**src/rtl/seven_seg_pkg.sv**
```systemverilog
// Shared definitions for the seven-segment scanner: active-low glyphs
// for {g,f,e,d,c,b,a} and the nibble-to-glyph decode function.
package seven_seg_pkg;

  localparam logic [6:0] SEG_0     = 7'h40;
  localparam logic [6:0] SEG_1     = 7'h79;
  localparam logic [6:0] SEG_2     = 7'h24;
  localparam logic [6:0] SEG_3     = 7'h30;
  localparam logic [6:0] SEG_4     = 7'h19;
  localparam logic [6:0] SEG_5     = 7'h12;
  localparam logic [6:0] SEG_6     = 7'h02;
  localparam logic [6:0] SEG_7     = 7'h78;
  localparam logic [6:0] SEG_8     = 7'h00;
  localparam logic [6:0] SEG_9     = 7'h10;
  localparam logic [6:0] SEG_A     = 7'h08;
  localparam logic [6:0] SEG_B     = 7'h03;  // lowercase b
  localparam logic [6:0] SEG_C     = 7'h46;
  localparam logic [6:0] SEG_D     = 7'h21;  // lowercase d
  localparam logic [6:0] SEG_E     = 7'h06;
  localparam logic [6:0] SEG_F     = 7'h0E;
  localparam logic [6:0] SEG_BLANK = 7'h7F;

  // Map a hex nibble to its active-low segment pattern.
  function automatic logic [6:0] seg_decode(input logic [3:0] nibble);
    logic [6:0] seg;
    case (nibble)
      4'h0:    seg = SEG_0;
      4'h1:    seg = SEG_1;
      4'h2:    seg = SEG_2;
      4'h3:    seg = SEG_3;
      4'h4:    seg = SEG_4;
      4'h5:    seg = SEG_5;
      4'h6:    seg = SEG_6;
      4'h7:    seg = SEG_7;
      4'h8:    seg = SEG_8;
      4'h9:    seg = SEG_9;
      4'hA:    seg = SEG_A;
      4'hB:    seg = SEG_B;
      4'hC:    seg = SEG_C;
      4'hD:    seg = SEG_D;
      4'hE:    seg = SEG_E;
      default: seg = SEG_F;
    endcase
    return seg;
  endfunction

endpackage

```
**src/rtl/seven_seg_scan_hex_to_seg.sv**
```systemverilog
// Combinational 4-bit to 7-segment (active-low) decoder.
module hex_to_seg
  import seven_seg_pkg::*;
(
  input  logic [3:0] nibble,
  output logic [6:0] seg
);

  // Pure lookup; the caller registers the result.
  always_comb seg = seg_decode(nibble);

endmodule

```
**src/rtl/seven_seg_scan.sv**
```systemverilog
// Time-multiplexed common-anode seven-segment driver with per-digit
// enable, decimal points, leading-zero blanking, PWM brightness with a
// dark guard phase at the start of each slot, and per-frame snapshotting
// of all display inputs so a frame never mixes old and new content.
module seven_seg_scan
  import seven_seg_pkg::*;
#(
  parameter int DIGITS    = 8,
  parameter int TICK_DIV  = 100000,
  parameter int DUTY_BITS = 4
) (
  input  logic                   clock,
  input  logic                   reset_n,
  input  logic [4*DIGITS-1:0]    value,
  input  logic [DIGITS-1:0]      dp_mask,
  input  logic [DIGITS-1:0]      digit_en,
  input  logic                   blank_lz,
  input  logic [DUTY_BITS-1:0]   brightness,
  output logic [6:0]             cathode,
  output logic                   dp,
  output logic [DIGITS-1:0]      anode,
  output logic                   frame_start
);

  // Clocks per brightness phase; TICK_DIV is a multiple of 2**DUTY_BITS.
  localparam int PHASE_LEN = TICK_DIV >> DUTY_BITS;
  localparam int PS_W      = (TICK_DIV > 1)  ? $clog2(TICK_DIV)  : 1;
  localparam int PL_W      = (PHASE_LEN > 1) ? $clog2(PHASE_LEN) : 1;
  localparam int IDX_W     = (DIGITS > 1)    ? $clog2(DIGITS)    : 1;

  // Scan timing state. The phase is tracked by its own sub-counter so no
  // divider is needed to derive it from the prescaler.
  logic [PS_W-1:0]      presc_reg;
  logic [PL_W-1:0]      sub_reg;
  logic [DUTY_BITS-1:0] phase_reg;
  logic [IDX_W-1:0]     idx_reg;
  logic                 first_reg;

  // Frame snapshot of the display inputs.
  logic [4*DIGITS-1:0]  value_sh_reg;
  logic [DIGITS-1:0]    dp_sh_reg;
  logic [DIGITS-1:0]    en_sh_reg;
  logic                 blz_sh_reg;
  logic [DUTY_BITS-1:0] bright_sh_reg;

  // Registered pin drivers.
  logic [DIGITS-1:0]    anode_reg, anode_next;
  logic [6:0]           cathode_reg, cathode_next;
  logic                 dp_reg, dp_next;
  logic                 frame_start_reg;

  logic                 slot_tick, sub_tick, snap;
  logic [3:0]           nib_sh [DIGITS];
  logic [DIGITS-1:0]    lz_mask;
  logic                 zero_run;
  logic [3:0]           cur_nib;
  logic [6:0]           cur_seg;
  logic                 lit;

  assign slot_tick = (presc_reg == PS_W'(TICK_DIV - 1));
  assign sub_tick  = (sub_reg == PL_W'(PHASE_LEN - 1));
  // Snapshot on the frame wrap, and once right after reset so the first
  // frame shows real data instead of the cleared shadows.
  assign snap      = first_reg || (slot_tick && (idx_reg == IDX_W'(DIGITS - 1)));

  // Prescaler, phase and digit index; slot length never depends on content.
  always_ff @(posedge clock or negedge reset_n) begin
    if (!reset_n) begin
      presc_reg <= '0;
      sub_reg   <= '0;
      phase_reg <= '0;
      idx_reg   <= '0;
      first_reg <= 1'b1;
    end else begin
      first_reg <= 1'b0;
      if (slot_tick) begin
        presc_reg <= '0;
        sub_reg   <= '0;
        phase_reg <= '0;
        idx_reg   <= (idx_reg == IDX_W'(DIGITS - 1)) ? '0 : idx_reg + IDX_W'(1);
      end else begin
        presc_reg <= presc_reg + PS_W'(1);
        if (sub_tick) begin
          sub_reg   <= '0;
          phase_reg <= phase_reg + DUTY_BITS'(1);
        end else begin
          sub_reg <= sub_reg + PL_W'(1);
        end
      end
    end
  end

  // Capture all display inputs together at the frame boundary.
  always_ff @(posedge clock or negedge reset_n) begin
    if (!reset_n) begin
      value_sh_reg  <= '0;
      dp_sh_reg     <= '0;
      en_sh_reg     <= '0;
      blz_sh_reg    <= 1'b0;
      bright_sh_reg <= '0;
    end else if (snap) begin
      value_sh_reg  <= value;
      dp_sh_reg     <= dp_mask;
      en_sh_reg     <= digit_en;
      blz_sh_reg    <= blank_lz;
      bright_sh_reg <= brightness;
    end
  end

  // Split the shadow value into per-digit nibbles.
  for (genvar gi = 0; gi < DIGITS; gi++) begin : g_nib
    assign nib_sh[gi] = value_sh_reg[4*gi +: 4];
  end

  // Walk down from the top digit; a digit is blanked while every nibble
  // from it upward is zero. Digit 0 always shows, so a zero value reads "0".
  always_comb begin
    zero_run = 1'b1;
    lz_mask  = '0;
    for (int i = DIGITS - 1; i >= 1; i--) begin
      zero_run   = zero_run && (nib_sh[i] == 4'h0);
      lz_mask[i] = blz_sh_reg && zero_run;
    end
  end

  // Lit when enabled, past the guard phase, inside the duty window and not blanked.
  always_comb begin
    cur_nib = nib_sh[idx_reg];
    lit     = en_sh_reg[idx_reg] && (phase_reg != '0) &&
              (phase_reg <= bright_sh_reg) && !lz_mask[idx_reg];
  end

  hex_to_seg u_hex_to_seg (
    .nibble (cur_nib),
    .seg    (cur_seg)
  );

  // Pin values for the current slot; everything dark when not lit.
  always_comb begin
    anode_next   = '1;
    cathode_next = SEG_BLANK;
    dp_next      = 1'b1;
    if (lit) begin
      anode_next   = ~(DIGITS'(1) << idx_reg);
      cathode_next = cur_seg;
      dp_next      = ~dp_sh_reg[idx_reg];
    end
  end

  // Register the pins so they never glitch; reset darkens them immediately.
  always_ff @(posedge clock or negedge reset_n) begin
    if (!reset_n) begin
      anode_reg       <= '1;
      cathode_reg     <= SEG_BLANK;
      dp_reg          <= 1'b1;
      frame_start_reg <= 1'b0;
    end else begin
      anode_reg       <= anode_next;
      cathode_reg     <= cathode_next;
      dp_reg          <= dp_next;
      frame_start_reg <= snap;
    end
  end

  assign anode       = anode_reg;
  assign cathode     = cathode_reg;
  assign dp          = dp_reg;
  assign frame_start = frame_start_reg;

endmodule

```
**config.mk**
```make
export PLATFORM = sky130hd
export DESIGN_NAME = seven_seg_scan
export DESIGN_NICKNAME = d
export VERILOG_FILES = /design/src/rtl/seven_seg_pkg.sv /design/src/rtl/seven_seg_scan_hex_to_seg.sv /design/src/rtl/seven_seg_scan.sv
export SDC_FILE = /design/constraint.sdc
export NUM_CORES = 1
export LEC_CHECK = 0
export ABC_AREA = 1
export BUFFER_PORTS_ARGS = -buffer_cell sky130_fd_sc_hd__buf_2
export CORE_ASPECT_RATIO = 0.5
export CORE_MARGIN = 2
export CORE_UTILIZATION = 53
export CTS_CLUSTER_SIZE = 24
export DETAILED_ROUTE_END_ITERATION = 16
export PLACE_DENSITY = 0.77
export RECOVER_POWER = 25
export SLEW_MARGIN = 20
export SYNTH_ARGS = -nofsm -noshare
export SYNTH_HDL_FRONTEND = slang
export SYNTH_SLANG_ARGS = --single-unit
```
**constraint.sdc**
```tcl
create_clock -name clock -period 2 [get_ports clock]
set_input_delay 0.2 -clock clock [delete_from_list [all_inputs] [get_ports clock]]
set_output_delay 0.2 -clock clock [all_outputs]
set_load 0.01 [all_outputs]
```
==> reports/summary.txt <==
global-route wire length before repair: 21990 µm
number of buffers inserted during clock tree synthesis: 9
Synth Warn #: 0
Clock Path Buffers: 2
cell depth of the worst flop-to-flop path: 11
sequence of cells on the critical path: inv_2, buf_4, o21ai_0, nand3_1, nand2_2, inv_1, ha_1, nand3_1, nand2_1, nand2_1, nand3_1
top cell type's share of synthesized area: 0.4007
die outline height: 77.22 µm
clock sink total: 108
LEAKAGE: 3.398 nW
initial antenna violation count: 0
family with the most delay on the worst path: simple AND/OR/NAND/NOR gates
critical path fanouts, max: 9
Finished Cell Area: 6645 µm²
Vias per Instance: 5.155
PD cells: 693.8 nW/µm²
vias in the first global route: 4859
switching share of power: 0.2552
portion of the clock cycle consumed by the worst path in the final layout: 0.9493
Die Outline Area: 11620 µm²
Pre-antenna DRT Iters: 5
register-to-register setup slack: 0.10 ns
sequential cell fraction of total power: 0.507
fraction of the yosys area taken by sequential cells: 0.4793
sort of element at the start of the critical path: flop
cell internal power dissipation: 3.434 mW
slew at the pin closest to its max-slew limit: 0.8489 ns
largest net degree at the start of global routing: 59
overall via count from detail_route: 4954
number of synthesized flops with an enable pin: 0
Remaining Overflow, GRT: 0
arrival time reported for the critical path endpoint: 2.17 ns
number of pins exceeding their max-slew limit in the final report: 0
wire length per cell: 13.58 µm
Area growth, synth to finish: 16.93%
Initial Util: 0.5511
net total in the final layout: 892
Starting DRT DRC Count: 307
final routed DRC violation total: 0
FP Rows: 26
Clock Power Share: 0.395
Cells after Synth: 734
area of the placeable core: 10310 µm²
most numerous cell in the Yosys netlist: sky130_fd_sc_hd__nand2_1
Logic pwr share: 0.098
Worst-path clk slew: 0.07 ns
Crit Path Category: reg2reg
number of max-cap violations: 0
antenna cell count: 0
number of setup violations in the final report: 0
Cell Area, Synth: 5683 µm²
outcome: finished, final reports clean
I/O pin total: 72
quantity of I/O buffers inserted on ports: 71
# placed instances: 940
Final TNS setup: 0 ns
CTS HTree Levels: 3
FFs w/ async S/R, synth: 1.000
capturing element type of the critical path: flop
most numerous cell on the critical path: sky130_fd_sc_hd__nand3_1
last element of the critical path: cathode[5]
worst supply voltage drop on vdd: 0.3773 mV
number of antenna-violating nets in the routed design: 0
layout cells sized above 1: 0.1864
largest incremental delay on the critical path: 0.42 ns
DPL Wire Length: 9052 µm
clock latency on the worst-skew pair: 0.35 ns
number of buffer and inverter instances along the worst setup path: 3
type of the most critical hold path: in2reg
maximum clock frequency: 526.7 MHz
final hold violation count: 0
number of logic stages on the critical path including buffering: 11
Setup Skew: 0.008812 ns
cell types with the highest counts after synthesis: sky130_fd_sc_hd__nand2_1, sky130_fd_sc_hd__dfrtp_1, sky130_fd_sc_hd__nand3_1
switching power total: 1.177 mW
global-route usage over all layers: 0.2362
beginning of the worst register-to-register path: idx_reg[0]
first element of the critical path: idx_reg[0]
die outline width: 150.4 µm
clock period minus worst slack: 1.899 ns
most frequently used flop master after synthesis: sky130_fd_sc_hd__dfrtp_1
fillers: 886
main area contributors after synthesis: sky130_fd_sc_hd__dfrtp_1, sky130_fd_sc_hd__nand2_1, sky130_fd_sc_hd__dfstp_2
highest-delay cell along the critical path: sky130_fd_sc_hd__dfrtp_2
flip-flop count of the largest register after layout: 32
CTS tree: built
Power Total: 4.611 mW
nets in the synthesized netlist: 810
cell taking the most area after synthesis: sky130_fd_sc_hd__dfrtp_1
number of standard cells in the final layout excluding fillers: 961
Max-slew headroom: 0.4340
synthesized flop and latch total: 108
Area after DPL: 6260 µm²
Reg-to-Reg End: cathode[5]
final-layout worst hold slack: 0.03267 ns
buffer type at the clock tree root: sky130_fd_sc_hd__clkbuf_16
count of different cell masters after synthesis: 33
final weighted congestion in routability-driven placement: 0.9072
Worst EP required: 2.27 ns
Post-Route WL: 13050 µm
syn avg cell area: 7.742 µm²
[placed cells by master, fill, tap and decap left out, types with 2 or more instances in the layout]
| cell | synthesis | final |
|---|---|---|
| sky130_fd_sc_hd__buf_4 | 2 | 16 |
| sky130_fd_sc_hd__ha_1 | 21 | 20 |
| sky130_fd_sc_hd__inv_1 | 80 | 79 |
| sky130_fd_sc_hd__nand2_2 | 14 | 16 |
| sky130_fd_sc_hd__clkinvlp_4 | 0 | 2 |
| sky130_fd_sc_hd__nand4_1 | 12 | 12 |
| sky130_fd_sc_hd__clkinv_2 | 1 | 2 |
| sky130_fd_sc_hd__clkbuf_16 | 0 | 11 |
| sky130_fd_sc_hd__dfrtp_1 | 91 | 89 |
| sky130_fd_sc_hd__inv_2 | 1 | 2 |
| sky130_fd_sc_hd__buf_12 | 1 | 2 |
| sky130_fd_sc_hd__clkbuf_4 | 0 | 2 |
| sky130_fd_sc_hd__buf_2 | 10 | 70 |
| sky130_fd_sc_hd__o21ai_0 | 46 | 45 |
| sky130_fd_sc_hd__nand3_1 | 88 | 88 |
| sky130_fd_sc_hd__xnor2_1 | 2 | 2 |
| sky130_fd_sc_hd__nand2_1 | 212 | 210 |
| sky130_fd_sc_hd__dfrtp_2 | 0 | 2 |
| sky130_fd_sc_hd__nor3_1 | 7 | 7 |
| sky130_fd_sc_hd__xor2_1 | 9 | 9 |
| sky130_fd_sc_hd__nand3b_1 | 5 | 5 |
| sky130_fd_sc_hd__a21oi_1 | 8 | 8 |
| sky130_fd_sc_hd__o211ai_1 | 2 | 2 |
| sky130_fd_sc_hd__nor2_1 | 85 | 84 |
| sky130_fd_sc_hd__dfstp_2 | 17 | 17 |
[worst min-delay path by stage]
stage                         start               end  slack (ns)  cells past startpoint
after floorplan             reset_n        blz_sh_reg        -0.1                      0
after global placement      reset_n      dp_sh_reg[2]        0.18                      1
after detailed placement    reset_n      dp_sh_reg[2]        0.19                      1
after CTS                 value[17]  value_sh_reg[17]        0.03                      3
after global routing      value[21]  value_sh_reg[21]        0.04                      3
final                     value[13]  value_sh_reg[13]        0.03                      3
[power groups by stage]
stage / sequential (mW) / clock (mW) / combinational (mW)
after floorplan: 2.36 / 0 / 0.269
after detailed placement: 2.38 / 0 / 0.436
final: 2.34 / 1.82 / 0.450
after global placement: 2.38 / 0 / 0.424
after global routing: 2.35 / 1.94 / 0.525
after CTS: 2.34 / 1.86 / 0.441
[area by class of cell]
class / instances / area, µm² / share of cell area
well taps: 140 / 175.2 / 0.02636
multi-input cells: 519 / 2504 / 0.3768
repair buffers: 96 / 629.4 / 0.09471
clock inverters: 7 / 75.07 / 0.01130
clock buffers: 9 / 225.2 / 0.03389
flip-flops and latches: 108 / 2726 / 0.4103
inverters: 82 / 310.3 / 0.04670
[what timing repair did]
| item | 4_1_cts | 5_1_grt |
|---|---|---|
| buffers inserted | 0 | 2 |
| gates resized for setup | 0 | 14 |
| endpoints found under the hold margin | 20 | 0 |
| hold buffers | 1 | 0 |
| setup endpoints to repair | 0 | 13 |
[metal layers]
metal | vias up | part of all wire | track usage
met1 | 2319 | 0.47 | 0.3273
met3 | 20 | 0.054 | 0.05060
li1 | 2474 | - | -
met5 | - | 0 | 0
met2 | 141 | 0.46 | 0.3791
met4 | 0 | 0.013 | 0.06038
[metrics by stage]
| step | worst slack, ns | utilization |
|---|---|---|
| 2_1_floorplan | 0.1538 | - |
| 3_3_place_gp | 0.1154 | 0.6070 |
| 3_5_place_dp | 0.09920 | 0.6070 |
| 4_1_cts | 0.03315 | 0.6371 |
| 5_1_grt | -0.02579 | 0.6444 |
| 6_report | 0.1014 | 0.6444 |
[worst min-delay path, stage by stage]
cell                      delay [ns]
sky130_fd_sc_hd__buf_2          0.07
sky130_fd_sc_hd__nand2_1        0.04
sky130_fd_sc_hd__nand2_1        0.04
[cell families (layout without fill, tap and decap cells)]
kind of cell    count (synthesis)  in the layout  synth area share
compound gates                 59             59           0.05438
xor+xnor                       11             11           0.01695
fa+ha+maj                      21             21           0.04623
buf+inv                       107            194           0.08190
flops                         108            108            0.4793
other cells                     1              1         0.0006599
simple gates                  427            427            0.3206
Note: power is estimated with default switching activity, not from simulation.
